### config.mk
export PLATFORM = sky130hd
export DESIGN_NAME = seg7_calc_scan
export DESIGN_NICKNAME = d
export VERILOG_FILES = /design/src/rtl/seg7_calc_scan.sv
export SDC_FILE = /design/constraint.sdc
export NUM_CORES = 1
export LEC_CHECK = 0
export ABC_CLOCK_PERIOD_IN_PS = 11990
export BUFFER_PORTS_ARGS = -buffer_cell sky130_fd_sc_hd__buf_2
export CORE_UTILIZATION = 55
export DETAILED_ROUTE_END_ITERATION = 6
export PLACE_DENSITY = 0.72
export SETUP_SLACK_MARGIN = 0.4
export SYNTH_ARGS = -nofsm -noshare
export SYNTH_HDL_FRONTEND = slang
export SYNTH_SLANG_ARGS = --single-unit
### constraint.sdc
create_clock -name clk -period 11.99 [get_ports clk]
set_input_delay 2.398 -clock clk [delete_from_list [all_inputs] [get_ports clk]]
set_output_delay 2.398 -clock clk [all_outputs]
set_load 0.01 [all_outputs]
### src/rtl/seg7_calc_scan.sv
// Purpose: start/done arithmetic engine (pass, CLZ, CLMUL, cube root) with sequential BCD and a scanned 7-seg display.
// Latency: o_done is 3*DATA_W cycles after the start edge; it rises at the same edge that updates o_result.
// Backpressure: none; i_start is only sampled in IDLE and is ignored while the engine is busy.
module seg7_calc_scan #(
  parameter int DATA_W         = 8,
  parameter int DIGITS         = 4,
  parameter int REFRESH_W      = 18,
  parameter int SEG_ACTIVE_LOW = 1
) (
  input  logic                  clk,
  input  logic                  reset,
  input  logic                  i_start,
  input  logic [1:0]            i_mode,
  input  logic [DATA_W-1:0]     i_a,
  input  logic [DATA_W-1:0]     i_b,
  output logic                  o_busy,
  output logic                  o_done,
  output logic [2*DATA_W-1:0]   o_result,
  output logic [DIGITS-1:0]     o_dig,
  output logic [7:0]            o_seg
);

  localparam int RES_W    = 2 * DATA_W;
  localparam int CUBE_W   = 3 * DATA_W;
  localparam int ROOT_W   = (DATA_W + 2) / 3;
  // ceil(RES_W * log10(2)) digits plus one spare, so the top nibble never overflows during add-3.
  localparam int BCD_DIG  = (RES_W * 302 + 999) / 1000 + 1;
  localparam int NDIG     = (BCD_DIG > DIGITS) ? BCD_DIG : DIGITS;
  localparam int BCD_W    = 4 * NDIG;
  localparam int CNT_W    = $clog2(RES_W);
  localparam int SEL_W    = $clog2(DIGITS);
  localparam int SCAN_W   = REFRESH_W + SEL_W;
  localparam int SCAN_MAX = DIGITS * (1 << REFRESH_W) - 1;

  typedef enum logic [1:0] {
    S_IDLE = 2'd0,
    S_CALC = 2'd1,
    S_BCD  = 2'd2
  } state_t;

  state_t               state_q, state_d;
  logic [1:0]           mode_q, mode_d;
  logic [DATA_W-1:0]    a_q, a_d;
  logic [DATA_W-1:0]    b_q, b_d;
  logic [RES_W-1:0]     sh_q, sh_d;
  logic [RES_W-1:0]     acc_q, acc_d;
  logic [DATA_W-1:0]    rbit_q, rbit_d;
  logic                 found_q, found_d;
  logic [CNT_W-1:0]     cnt_q, cnt_d;
  logic [RES_W-1:0]     bin_q, bin_d;
  logic [BCD_W-1:0]     bcd_q, bcd_d;
  logic [BCD_W-1:0]     disp_q, disp_d;
  logic                 busy_q, busy_d;
  logic                 done_q, done_d;
  logic [RES_W-1:0]     result_q, result_d;
  logic [SCAN_W-1:0]    scan_q, scan_d;
  logic [DIGITS-1:0]    dig_q, dig_d;
  logic [7:0]           seg_q, seg_d;

  logic [DATA_W-1:0]    cand;
  logic [CUBE_W-1:0]    cand_w;
  logic [CUBE_W-1:0]    cube;
  logic [BCD_W-1:0]     bcd_adj;
  logic [BCD_W-1:0]     bcd_shift;

  logic [SEL_W-1:0]     sel;
  int                   sel_n;
  logic [3:0]           cur;
  logic                 nz;
  logic                 ovf;
  logic [7:0]           raw;

  // Register every piece of state; reset aborts any operation in flight.
  always_ff @(posedge clk) begin
    if (reset) begin
      state_q  <= S_IDLE;
      mode_q   <= '0;
      a_q      <= '0;
      b_q      <= '0;
      sh_q     <= '0;
      acc_q    <= '0;
      rbit_q   <= '0;
      found_q  <= 1'b0;
      cnt_q    <= '0;
      bin_q    <= '0;
      bcd_q    <= '0;
      disp_q   <= '0;
      busy_q   <= 1'b0;
      done_q   <= 1'b0;
      result_q <= '0;
      scan_q   <= '0;
      dig_q    <= '1;
      seg_q    <= (SEG_ACTIVE_LOW != 0) ? 8'hFF : 8'h00;
    end else begin
      state_q  <= state_d;
      mode_q   <= mode_d;
      a_q      <= a_d;
      b_q      <= b_d;
      sh_q     <= sh_d;
      acc_q    <= acc_d;
      rbit_q   <= rbit_d;
      found_q  <= found_d;
      cnt_q    <= cnt_d;
      bin_q    <= bin_d;
      bcd_q    <= bcd_d;
      disp_q   <= disp_d;
      busy_q   <= busy_d;
      done_q   <= done_d;
      result_q <= result_d;
      scan_q   <= scan_d;
      dig_q    <= dig_d;
      seg_q    <= seg_d;
    end
  end

  // Next-state logic for the IDLE/CALC/BCD engine and its one-step-per-cycle datapath.
  always_comb begin
    state_d  = state_q;
    mode_d   = mode_q;
    a_d      = a_q;
    b_d      = b_q;
    sh_d     = sh_q;
    acc_d    = acc_q;
    rbit_d   = rbit_q;
    found_d  = found_q;
    cnt_d    = cnt_q;
    bin_d    = bin_q;
    bcd_d    = bcd_q;
    disp_d   = disp_q;
    busy_d   = busy_q;
    done_d   = 1'b0;
    result_d = result_q;

    // Cube-root trial: candidate root with the current bit set, cubed at full width.
    cand   = acc_q[DATA_W-1:0] | rbit_q;
    cand_w = CUBE_W'(cand);
    cube   = cand_w * cand_w * cand_w;

    // Double-dabble: add 3 to every digit >= 5, then shift in the next binary MSB.
    bcd_adj = '0;
    for (int i = 0; i < NDIG; i++) begin
      if (bcd_q[4*i +: 4] >= 4'd5) begin
        bcd_adj[4*i +: 4] = bcd_q[4*i +: 4] + 4'd3;
      end else begin
        bcd_adj[4*i +: 4] = bcd_q[4*i +: 4];
      end
    end
    bcd_shift = BCD_W'({bcd_adj, bin_q[RES_W-1]});

    case (state_q)
      S_IDLE: begin
        if (i_start) begin
          a_d     = i_a;
          b_d     = i_b;
          mode_d  = i_mode;
          sh_d    = RES_W'(i_a);
          acc_d   = (i_mode == 2'b00) ? RES_W'(i_a) : '0;
          rbit_d  = DATA_W'(1) << (ROOT_W - 1);
          found_d = 1'b0;
          cnt_d   = '0;
          busy_d  = 1'b1;
          state_d = S_CALC;
        end
      end
      S_CALC: begin
        case (mode_q)
          2'b01: begin
            // Count zeros from the MSB until the first one is seen.
            if (!found_q) begin
              if (sh_q[DATA_W-1]) begin
                found_d = 1'b1;
              end else begin
                acc_d = acc_q + RES_W'(1);
              end
            end
            sh_d = sh_q << 1;
          end
          2'b10: begin
            // Carry-less multiply: XOR in A<<i when bit i of B is set.
            if (b_q[0]) begin
              acc_d = acc_q ^ sh_q;
            end
            sh_d = sh_q << 1;
            b_d  = b_q >> 1;
          end
          2'b11: begin
            // Restoring cube root; once rbit runs out the remaining cycles idle.
            if ((rbit_q != '0) && (cube <= CUBE_W'(a_q))) begin
              acc_d = RES_W'(cand);
            end
            rbit_d = rbit_q >> 1;
          end
          default: begin
          end
        endcase
        if (cnt_q == CNT_W'(DATA_W - 1)) begin
          cnt_d   = '0;
          bin_d   = acc_d;
          bcd_d   = '0;
          state_d = S_BCD;
        end else begin
          cnt_d = cnt_q + CNT_W'(1);
        end
      end
      S_BCD: begin
        bcd_d = bcd_shift;
        bin_d = bin_q << 1;
        if (cnt_q == CNT_W'(RES_W - 1)) begin
          cnt_d    = '0;
          busy_d   = 1'b0;
          done_d   = 1'b1;
          result_d = acc_q;
          disp_d   = bcd_shift;
          state_d  = S_IDLE;
        end else begin
          cnt_d = cnt_q + CNT_W'(1);
        end
      end
      default: begin
        state_d = S_IDLE;
      end
    endcase
  end

  // Display scan: pick the active digit, apply blanking/overflow/dp, then set polarity.
  always_comb begin
    scan_d = (scan_q == SCAN_W'(SCAN_MAX)) ? '0 : scan_q + SCAN_W'(1);
    sel    = scan_q[SCAN_W-1:REFRESH_W];
    sel_n  = int'(sel);

    cur = 4'd0;
    nz  = 1'b0;
    for (int i = 0; i < DIGITS; i++) begin
      if (i == sel_n) begin
        cur = disp_q[4*i +: 4];
      end
      if ((i >= sel_n) && (disp_q[4*i +: 4] != 4'd0)) begin
        nz = 1'b1;
      end
    end

    ovf = 1'b0;
    for (int i = DIGITS; i < NDIG; i++) begin
      if (disp_q[4*i +: 4] != 4'd0) begin
        ovf = 1'b1;
      end
    end

    raw = 8'h00;
    if (ovf) begin
      raw = 8'h40;
    end else if ((sel_n != 0) && !nz) begin
      raw = 8'h00;
    end else begin
      case (cur)
        4'd0:    raw = 8'h3F;
        4'd1:    raw = 8'h06;
        4'd2:    raw = 8'h5B;
        4'd3:    raw = 8'h4F;
        4'd4:    raw = 8'h66;
        4'd5:    raw = 8'h6D;
        4'd6:    raw = 8'h7D;
        4'd7:    raw = 8'h07;
        4'd8:    raw = 8'h7F;
        4'd9:    raw = 8'h6F;
        default: raw = 8'h00;
      endcase
    end
    if (busy_q && (sel_n == 0)) begin
      raw[7] = 1'b1;
    end

    dig_d = ~(DIGITS'(1) << sel);
    seg_d = (SEG_ACTIVE_LOW != 0) ? ~raw : raw;
  end

  assign o_busy   = busy_q;
  assign o_done   = done_q;
  assign o_result = result_q;
  assign o_dig    = dig_q;
  assign o_seg    = seg_q;

endmodule
== Yosys cells after proc, flatten, opt, wreduce, memory -nomap -nowiden ==
Memories as Yosys holds them, arrays and structs flattened.
Index checks and enable logic that the tools add are counted.
Widths: inputs -> output; s select.

* Memories: 1
* ROM bits: 112
* Bits of input ports: 21
* Word-level logic and storage cells: 157
* Output and inout port bits: 30
* Flip-flop bits (word level): 179

{| class="wikitable"
|+ Memories
! name !! words !! bits a word !! read ports !! clocked after memory_dff !! wr ports !! line !! text
|-
| (no name shown) || 16 || 7 || 1 || 0 || 0 || 255 || <nowiki>case (cur)</nowiki>
|}

* Muxes and demuxes: 57
* Shift-type cells: 1
* Magnitude comparators: 10
* Multipliers: 2
* Bitwise logic cells: 5
* $add $sub $neg: 9
* Reductions and logical operators: 36
* Equality and inequality tests: 18

{| class="wikitable"
|+ Operators by type and width
! cell !! number
|-
| $mux 16 || 8
|-
| $pmux 16 s2 || 3
|-
| $mux 8 || 7
|-
| $mux 4 || 12
|-
| $pmux 16 s3 || 1
|-
| $pmux 24 s2 || 1
|-
| $pmux 8 s2 || 2
|-
| $ge 4x3->1 const B || 6
|-
| $le 24x8->1 || 1
|-
| $mul 16x8->24 || 1
|-
| $mux 24 || 1
|-
| $reduce_bool 4->1 || 6
|-
| $add 20x1->20 const B || 1
|-
| $add 4x2->4 const B || 5
|-
| $eq 20x20->1 const B || 1
|-
| $reduce_and 3->1 || 6
|-
| $add 16x1->16 const B || 1
|-
| $mul 8x8->16 || 1
|-
| $xor 16x16->16 || 1
|-
| $mux 1 || 14
|-
| $pmux 4 s3 || 1
|-
| $reduce_and 2->1 || 5
|-
| $ne 2x2->1 const B || 4
|-
| $not 8->8 || 1
|-
| other kinds (26) || 48
|}

== Longest topological paths before layout ==
Gate-level depths: netlist of the first run.

* Word-level depth: 12
* Depth in mapped cells: 42
* Depth with buffers taken out: 39

== Worst setup path after synthesis of the first run ==
No wires, ideal clock.

* Path type: reg-to-reg
* From: register acc_q[1]
* To: register bin_q[12]
* Data required time: 11.858 ns
* Period minus slack after synthesis: 9.753 ns
* Setup time: 0.132 ns
* Setup slack: 2.237 ns
* Path buffers: 4
* Data arrival time: 9.621 ns
* Stages on the path, launching flop included: 39
* Path through: dfxtp_1 -> clkbuf_1 -> or2_2 -> clkbuf_1 -> clkbuf_1 -> nand2_1 -> fa_1 -> fa_1 -> inv_1 -> ha_1 -> inv_1 -> fa_1 -> inv_1 -> ha_1 -> a21oi_1 -> o21ai_0 -> a21oi_1 -> o21ai_0 -> [... 3 more ...] -> nor3_1 -> fa_1 -> fa_1 -> fa_1 -> inv_1 -> fa_1 -> inv_1 -> ha_1 -> clkbuf_1 -> a21o_1 -> a31oi_1 -> o21ai_0 -> a32oi_1 -> nand4_1 -> nand4b_2 -> o41a_4 -> o311ai_2 -> a21oi_1

* Word-level cells in the longest chain between the ends: 9

{| class="wikitable"
|+ Ends and longest elaborated chain
! element !! line !! text
|-
| start: declaration || 46 || <nowiki>logic [RES_W-1:0] acc_q, acc_d;</nowiki>
|-
| start signal: assignment || 81 || <nowiki>acc_q <= '0;</nowiki>
|-
| start signal: assignment || 100 || <nowiki>acc_q <= acc_d;</nowiki>
|-
| $or 8x8->8 || 135 || <nowiki>cand = acc_q[DATA_W-1:0] | rbit_q;</nowiki>
|-
| $mul 8x8->16 || 137 || <nowiki>cube = cand_w * cand_w * cand_w;</nowiki>
|-
| $mul 16x8->24 || 137 ||
|-
| $le 24x8->1 || 188 || <nowiki>if ((rbit_q != '0) && (cube <= CUBE_W'(a_q))) begin</nowiki>
|-
| $logic_and 1x1->1 || 188 ||
|-
| $mux 16 || 188 ||
|-
| $pmux 16 s3 * || 166 || <nowiki>case (mode_q)</nowiki>
|-
| $mux 16 * || 196 || <nowiki>if (cnt_q == CNT_W'(DATA_W - 1)) begin</nowiki>
|-
| $pmux 16 s2 * || 150 || <nowiki>case (state_q)</nowiki>
|-
| end signal: assignment || 104 || <nowiki>bin_q <= bin_d;</nowiki>
|-
| end: declaration || 50 || <nowiki>logic [RES_W-1:0] bin_q, bin_d;</nowiki>
|}

Mark *: on every way between the ends. The rest lies on a longest branch, timed or not. The select of a mux whose other input is x is not followed.
A chain may end at the register's enable or synchronous reset.

== Worst setup path after layout of the first run ==
* From: register acc_q[0]
* To: register bin_q[12]

Same word-level chain as after synthesis.

==> qor.yml, run 1 <==
yosys:
  synth_seq_cells: 174
  synth_nets: 1958
  yosysMostFrequentCell: "nand2_1"
  synth_edf_count: 0
  postSynthCellCount: 1729
  syn_area_um2: 14100
  synth_common_cells: "211 x nand2_1, 174 x dfxtp_1, 166 x inv_1"
  ys_warn_count: 0
  yosysSeqAreaShare: 0.247
  yosys-top-cells-area: "dfxtp_1 25%, fa_1 14%, ha_1 9.6%"
  ys.flop_type: "dfxtp_1"
  ys_types: 80
  async_reset_ff_frac: 0
  synth.avg_cell_area_um2: 8.17
  yosys.area.top_type_share: 0.247
  synthDominantAreaCellType: "dfxtp_1"
clock_tree:
  cts_setup_buffers: 0
  cts.path.max_buffers: 2
  clkLatencyLatePin_ns: 0.44
  clock-sinks: 174
  clock-root-buffer: "clkbuf_16"
  cts.clk_slew.worst_paths_ns: 0.07
  cts_tree: "built"
  cts_buffers: 17
  cts_htree_levels: 4
critical_path:
  slowest_stage: "a2111oi_0"
  endpoint_kind: "register"
  critPathMaxFanout: 18
  slowest_delay_ns: 0.59
  worstPathRequired_ns: 12.28
  critPathLaunchType: "register"
  critPathArrivalTime_ns: 11.04
  worstSetupPathType: "register to register"
global_routing:
  grt_pass1_vias: 11800
  track_usage: 0.279
  grt_max_degree: 76
  antenna_found_initial: 0
  grt_pass1_wl_um: 59100
  grt-ovfl-total: 0
place:
  hpwl_um: 26400
  io_buffers: 50
  place_congestion: 0.936
  place_inst: 2037
  placedInstanceArea_um2: 14600
layout:
  area_delta_synth_final_pct: 7.70
  n_fill_cell: 2259
  drive_above_1_share: 0.0799
  fin_cells: 2069
  nets: 1955
  fin_area_um2: 15200
  antenna_cells: 0
sta:
  hold_viol: 0
  tns_ns: 0
  fin_crit_sh: 0.896
  max_freq_mhz: 93.1
  slew_viol_final: 0
  setup_viol: 0
  slew_headroom: 0.354
  skew_ns: 0.0151
  worst_pin_slew_ns: 0.968
  min_period_ns: 10.75
  rsz0062_at_grt: "no"
die:
  die_w_um: 162
  die-area_um2: 26300
  row_count: 58
  die_y_um: 162
  initial_core_util: 0.561
  core_area_um2: 25200
  ios: 51
drt:
  routed_wirelength_um: 35700
  via_per_inst: 5.84
  antenna_left: 0
  initialDrtViolationCount: 943
  wl_per_cell_um: 17.3
  first_pass_iters: 5
  drc: 0
  num_vias: 12100
outcome:
  status: "finished, final reports clean"
hold_path:
  hold_class: "register to register"
power_and_ir_drop:
  powerDensity_nw_per_um2: 127
  power_leakage_uw: 0.00641
  peakVddDrop_uv: 105
job:
  drv_cap: 0
[placed cells by master, fill, tap and decap left out, types with 22 or more instances in the layout]
cell type,count
dfxtp_1,174
nor3_1,42
fa_1,100
a22oi_1,32
a21oi_1,124
nand2_1,211
xnor2_1,27
mux2i_1,29
inv_1,166
nand3_1,44
buf_2,49
a211oi_1,29
xor2_1,22
and2_1,69
o21ai_0,64
nand2b_1,24
nor2_1,140
ha_1,107
[per-layer routing]
layer / track usage / up-vias / wire length (µm)
met5: 0 / - / 0
met2: 0.482 / 331 / 17600
met1: 0.348 / 5774 / 15500
met3: 0.0370 / 75 / 1550
met4: 0.116 / 0 / 1110
li1: - / 5901 / -
[sequential cells by signal (all words and copies together) (netlist names), 2 cells and up]
signal	flops
a_q	8
acc_q	16
b_q	8
bcd_q	24
bin_q	16
cnt_q	4
disp_q	24
mode_q	2
o_dig	4
o_result	16
o_seg	8
rbit_q	3
scan_q	20
sh_q	16
state_q	2
[per-stage QoR]
| step | total power [µW] | hold slack, ns | util | setup WS, ns |
|---|---|---|---|---|
| final | 1940 | 0.452 | 0.604 | 1.24 |
| after global routing | 2060 | 0.473 | 0.604 | 0.450 |
| after CTS | 1940 | 0.454 | 0.604 | 1.23 |
| after detailed placement | 1360 | 0.444 | 0.580 | 1.27 |
| after global placement | 1350 | 0.441 | 0.580 | 1.58 |
| after floorplan | 1190 | 0.426 | - | 2.24 |
[critical path, delay by kind of cell, from the launching register on]
kind	cells	cell delay (ns)
AO/OA/AOI/OAI	13	3.34
adder cells (fa/ha/maj)	10	4.42
flip-flops	1	0.46
buffers and inverters	7	0.65
AND/OR/NAND/NOR	6	1.70
[final timing paths]
| kind | slack [ns] | end | from | cells after the start |
|---|---|---|---|---|
| worst max-delay path | 1.24 | bin_q[12]$_SDFFE_PP0P_ | acc_q[0]$_SDFFE_PP0P_ | 36 |
| worst min-delay path | 0.45 | o_result[1]$_SDFFE_PP0P_ | o_result[1]$_SDFFE_PP0P_ | 2 |
| worst max register to register | 1.24 | bin_q[12]$_SDFFE_PP0P_ | acc_q[0]$_SDFFE_PP0P_ | 36 |
| worst min register to register | 0.45 | o_result[1]$_SDFFE_PP0P_ | o_result[1]$_SDFFE_PP0P_ | 2 |
[logic make-up (layout without fill, tap and decap cells)]
family / count (synthesis) / in the layout / synth area share
compound gates: 376 / 376 / 0.175
xor+xnor: 49 / 49 / 0.0304
other cells: 1 / 1 / 0.000265
simple gates: 621 / 621 / 0.209
flops: 174 / 174 / 0.247
mux: 38 / 38 / 0.0308
fa+ha+maj: 209 / 209 / 0.238
buf+inv: 261 / 271 / 0.0701
[report_power, final]
part	internal, µW	total, µW	switching [µW]
Combinational	272	736	464
Sequential	598	628	29.2
Clock	310	573	263
Total	1180	1940	756
[cell type report]
class | instances | area (µm²) | share of cell area
tap | 330 | 413 | 0.0271
clock inverter | 13 | 161 | 0.0106
clock buffer | 19 | 453 | 0.0298
timing repair buffer | 68 | 388 | 0.0255
sequential | 174 | 3480 | 0.229
inverter | 171 | 642 | 0.0422
multi-input combinational | 1294 | 9680 | 0.636
[repair_timing]
item | 4_1_cts | 5_1_grt
hold buffers | 0 | 0
endpoints found under the setup margin | 0 | 1
resized for setup | 0 | 1
No activity file was read; power rests on OpenSTA's default activity.
==> run 2, diff against run 1 <==
--- a/config.mk
+++ b/config.mk
@@ -7,9 +7,8 @@
 export LEC_CHECK = 0
 export ABC_CLOCK_PERIOD_IN_PS = 11990
 export BUFFER_PORTS_ARGS = -buffer_cell sky130_fd_sc_hd__buf_2
-export CORE_UTILIZATION = 55
+export CORE_UTILIZATION = 30
 export DETAILED_ROUTE_END_ITERATION = 6
-export PLACE_DENSITY = 0.72
 export SETUP_SLACK_MARGIN = 0.4
 export SYNTH_ARGS = -nofsm -noshare
 export SYNTH_HDL_FRONTEND = slang
==> run 2 against run 1 <==
Compared with the run above:
- critical path depth is 1 higher
- clock power shrank 9.1%
- sequential power barely moved
- setup slack worse by 0.0075 ns
- maximum frequency hardly changed
- combinational power is essentially flat
- register-to-register slack hardly changed
- total power down 2.7%
- die area rose by 82%
- critical endpoint unchanged
- highest routed layer unchanged
==> qor.yml, run 2 (synthesis results as in run 1) <==
outcome:
  status: "finished, final reports clean"
layout:
  fin_cells: 2342  # +13%
  top_regs: "bcd_q: 24 flops, disp_q: 24 flops, scan_q: 20 flops"
  antenna_cells: 0  # unchanged
  area_delta_synth_final_pct: 9.48
  seqCellArea_um2: 3480  # unchanged
  n_fill_cell: 4916  # +120%
  multi_input_area_um2: 9680  # about the same
  layout_commonest_cell: "nand2_1"
  most-common-layout-cells: "211 x nand2_1, 174 x dfxtp_1, 166 x inv_1"
  finalCoreUtilization: 0.333  # -0.271
  nets: 1952  # -0.15%
  drive_above_1_share: 0.0778  # -0.00212
sta:
  max_freq_mhz: 93.0  # about the same
  skew_ns: 0.0102  # -0.00489 ns
  slew_headroom: 0.313  # -0.0410
  slew_viol_final: 0  # unchanged
  tns_ns: 0  # unchanged
  hold_slack_ns: 0.453  # +0.00105 ns
  fin_crit_sh: 0.897  # about the same
  worst_pin_slew_ns: 1.02  # +0.0521 ns
  rsz0062_at_grt: "no"
  hold_viol: 0  # unchanged
  min_period_ns: 10.75  # +0.00747 ns
  setup_viol: 0  # unchanged
die:
  ios: 51  # unchanged
  die_w_um: 219  # +35%
  core_area_um2: 46500  # +84%
  row_count: 79  # +36%
  die_y_um: 219  # +35%
  die-area_um2: 48000  # +82%
  initial_core_util: 0.304  # -0.257
clock_tree:
  cts.path.max_buffers: 2  # unchanged
  cts.clk_slew.worst_paths_ns: 0.07  # about the same
  cts_htree_levels: 4  # unchanged
  cts_tree: "built"
  clkLatencyLatePin_ns: 0.46  # +0.02 ns
  clock-root-buffer: "clkbuf_16"
  cts_setup_buffers: 0  # unchanged
  clock-sinks: 174  # unchanged
  cts_buffers: 17  # unchanged
drt:
  wl_per_cell_um: 16.2  # -6.2%
  num_vias: 12100  # -0.12%
  via_per_inst: 5.15  # -12%
  antenna_left: 0  # unchanged
  first_pass_iters: 6  # +1
  drc: 0  # unchanged
  initialDrtViolationCount: 753  # -20%
  routed_wirelength_um: 37900  # +6.2%
critical_path:
  critPathArrivalTime_ns: 11.06  # +0.02 ns
  worstPathRequired_ns: 12.29  # about the same
  slowest_delay_ns: 0.54  # -0.05 ns
  critPathLaunchType: "register"
  worstSetupPathType: "register to register"
  endpoint_kind: "register"
  slowest_stage: "fa_1"
  critPathMaxFanout: 18  # unchanged
place:
  place_congestion: 0.857  # -8.4%
  place_inst: 2311  # +13%
  io_buffers: 50  # unchanged
  hpwl_um: 28300  # +7.4%
power_and_ir_drop:
  powerDensity_nw_per_um2: 122  # -4.3%
  power_leakage_uw: 0.00636  # -0.78%
  p_total_uw: 1880  # -2.7%
  peakVddDrop_uv: 101  # -3.9%
global_routing:
  track_usage: 0.164  # -0.114
  grt_pass1_vias: 11900  # +1.4%
  grt-ovfl-total: 0  # unchanged
  antenna_found_initial: 0  # unchanged
  grt_pass1_wl_um: 62700  # +6.2%
  grt_max_degree: 82  # +7.9%
job:
  drv_cap: 0  # unchanged
hold_path:
  hold_class: "register to register"
[run 2: final timing paths]
path	startpoint	endpoint	cells past startpoint	slack, ns
setup / recovery	acc_q[0]$_SDFFE_PP0P_	bin_q[12]$_SDFFE_PP0P_	37	1.24
hold / removal	o_result[6]$_SDFFE_PP0P_	o_result[6]$_SDFFE_PP0P_	2	0.45
setup reg to reg	acc_q[0]$_SDFFE_PP0P_	bin_q[12]$_SDFFE_PP0P_	37	1.24
hold reg to reg	o_result[6]$_SDFFE_PP0P_	o_result[6]$_SDFFE_PP0P_	2	0.45
[run 2: power by group]
group	internal, µW	switching, µW
Clock	277	244
Sequential	599	25.7
Combinational	271	468
Total	1150	738
[run 2: metal layers]
| metal | up-vias | routed length [µm] | track usage |
|---|---|---|---|
| met4 | 0 | 1370 | 0.0757 |
| met1 | 5811 | 16300 | 0.204 |
| met5 | - | 0 | 0 |
| li1 | 5901 | - | - |
| met2 | 289 | 18800 | 0.283 |
| met3 | 66 | 1500 | 0.0187 |
[run 2: final cells by class]
cell class / count / share of cell area
Timing Repair Buffer: 65 / 0.0236
Inverter: 171 / 0.0415
Clock buffer: 20 / 0.0295
Clock inverter: 11 / 0.00534
Sequential cell: 174 / 0.225
Multi-Input combinational cell: 1294 / 0.626
Tap cell: 607 / 0.0491
[run 2: what timing repair did]
action	4_1_cts	5_1_grt
hold buffers	0	0
resized for setup	0	1
setup endpoints to repair	0	14
[run 2: worst max-delay path, delay by kind of cell (launching register included)]
kind / cells / cell delay [ns]
adders and majority gates: 10 / 4.40
and+or+nand+nor: 8 / 1.89
xor gates and xnor gates: 1 / 0.48
DFF: 1 / 0.44
AOI/OAI and AO/OA: 11 / 2.70
buffers and inverters: 7 / 0.70
[run 2: stage by stage]
step / worst slack (ns) / area (µm²)
finish: 1.24 / 15500
global route: 0.428 / 15500
CTS: 1.16 / 15500
detailed placement: 1.19 / 14900
global placement: 1.47 / 14900
floorplan: 2.24 / 14100
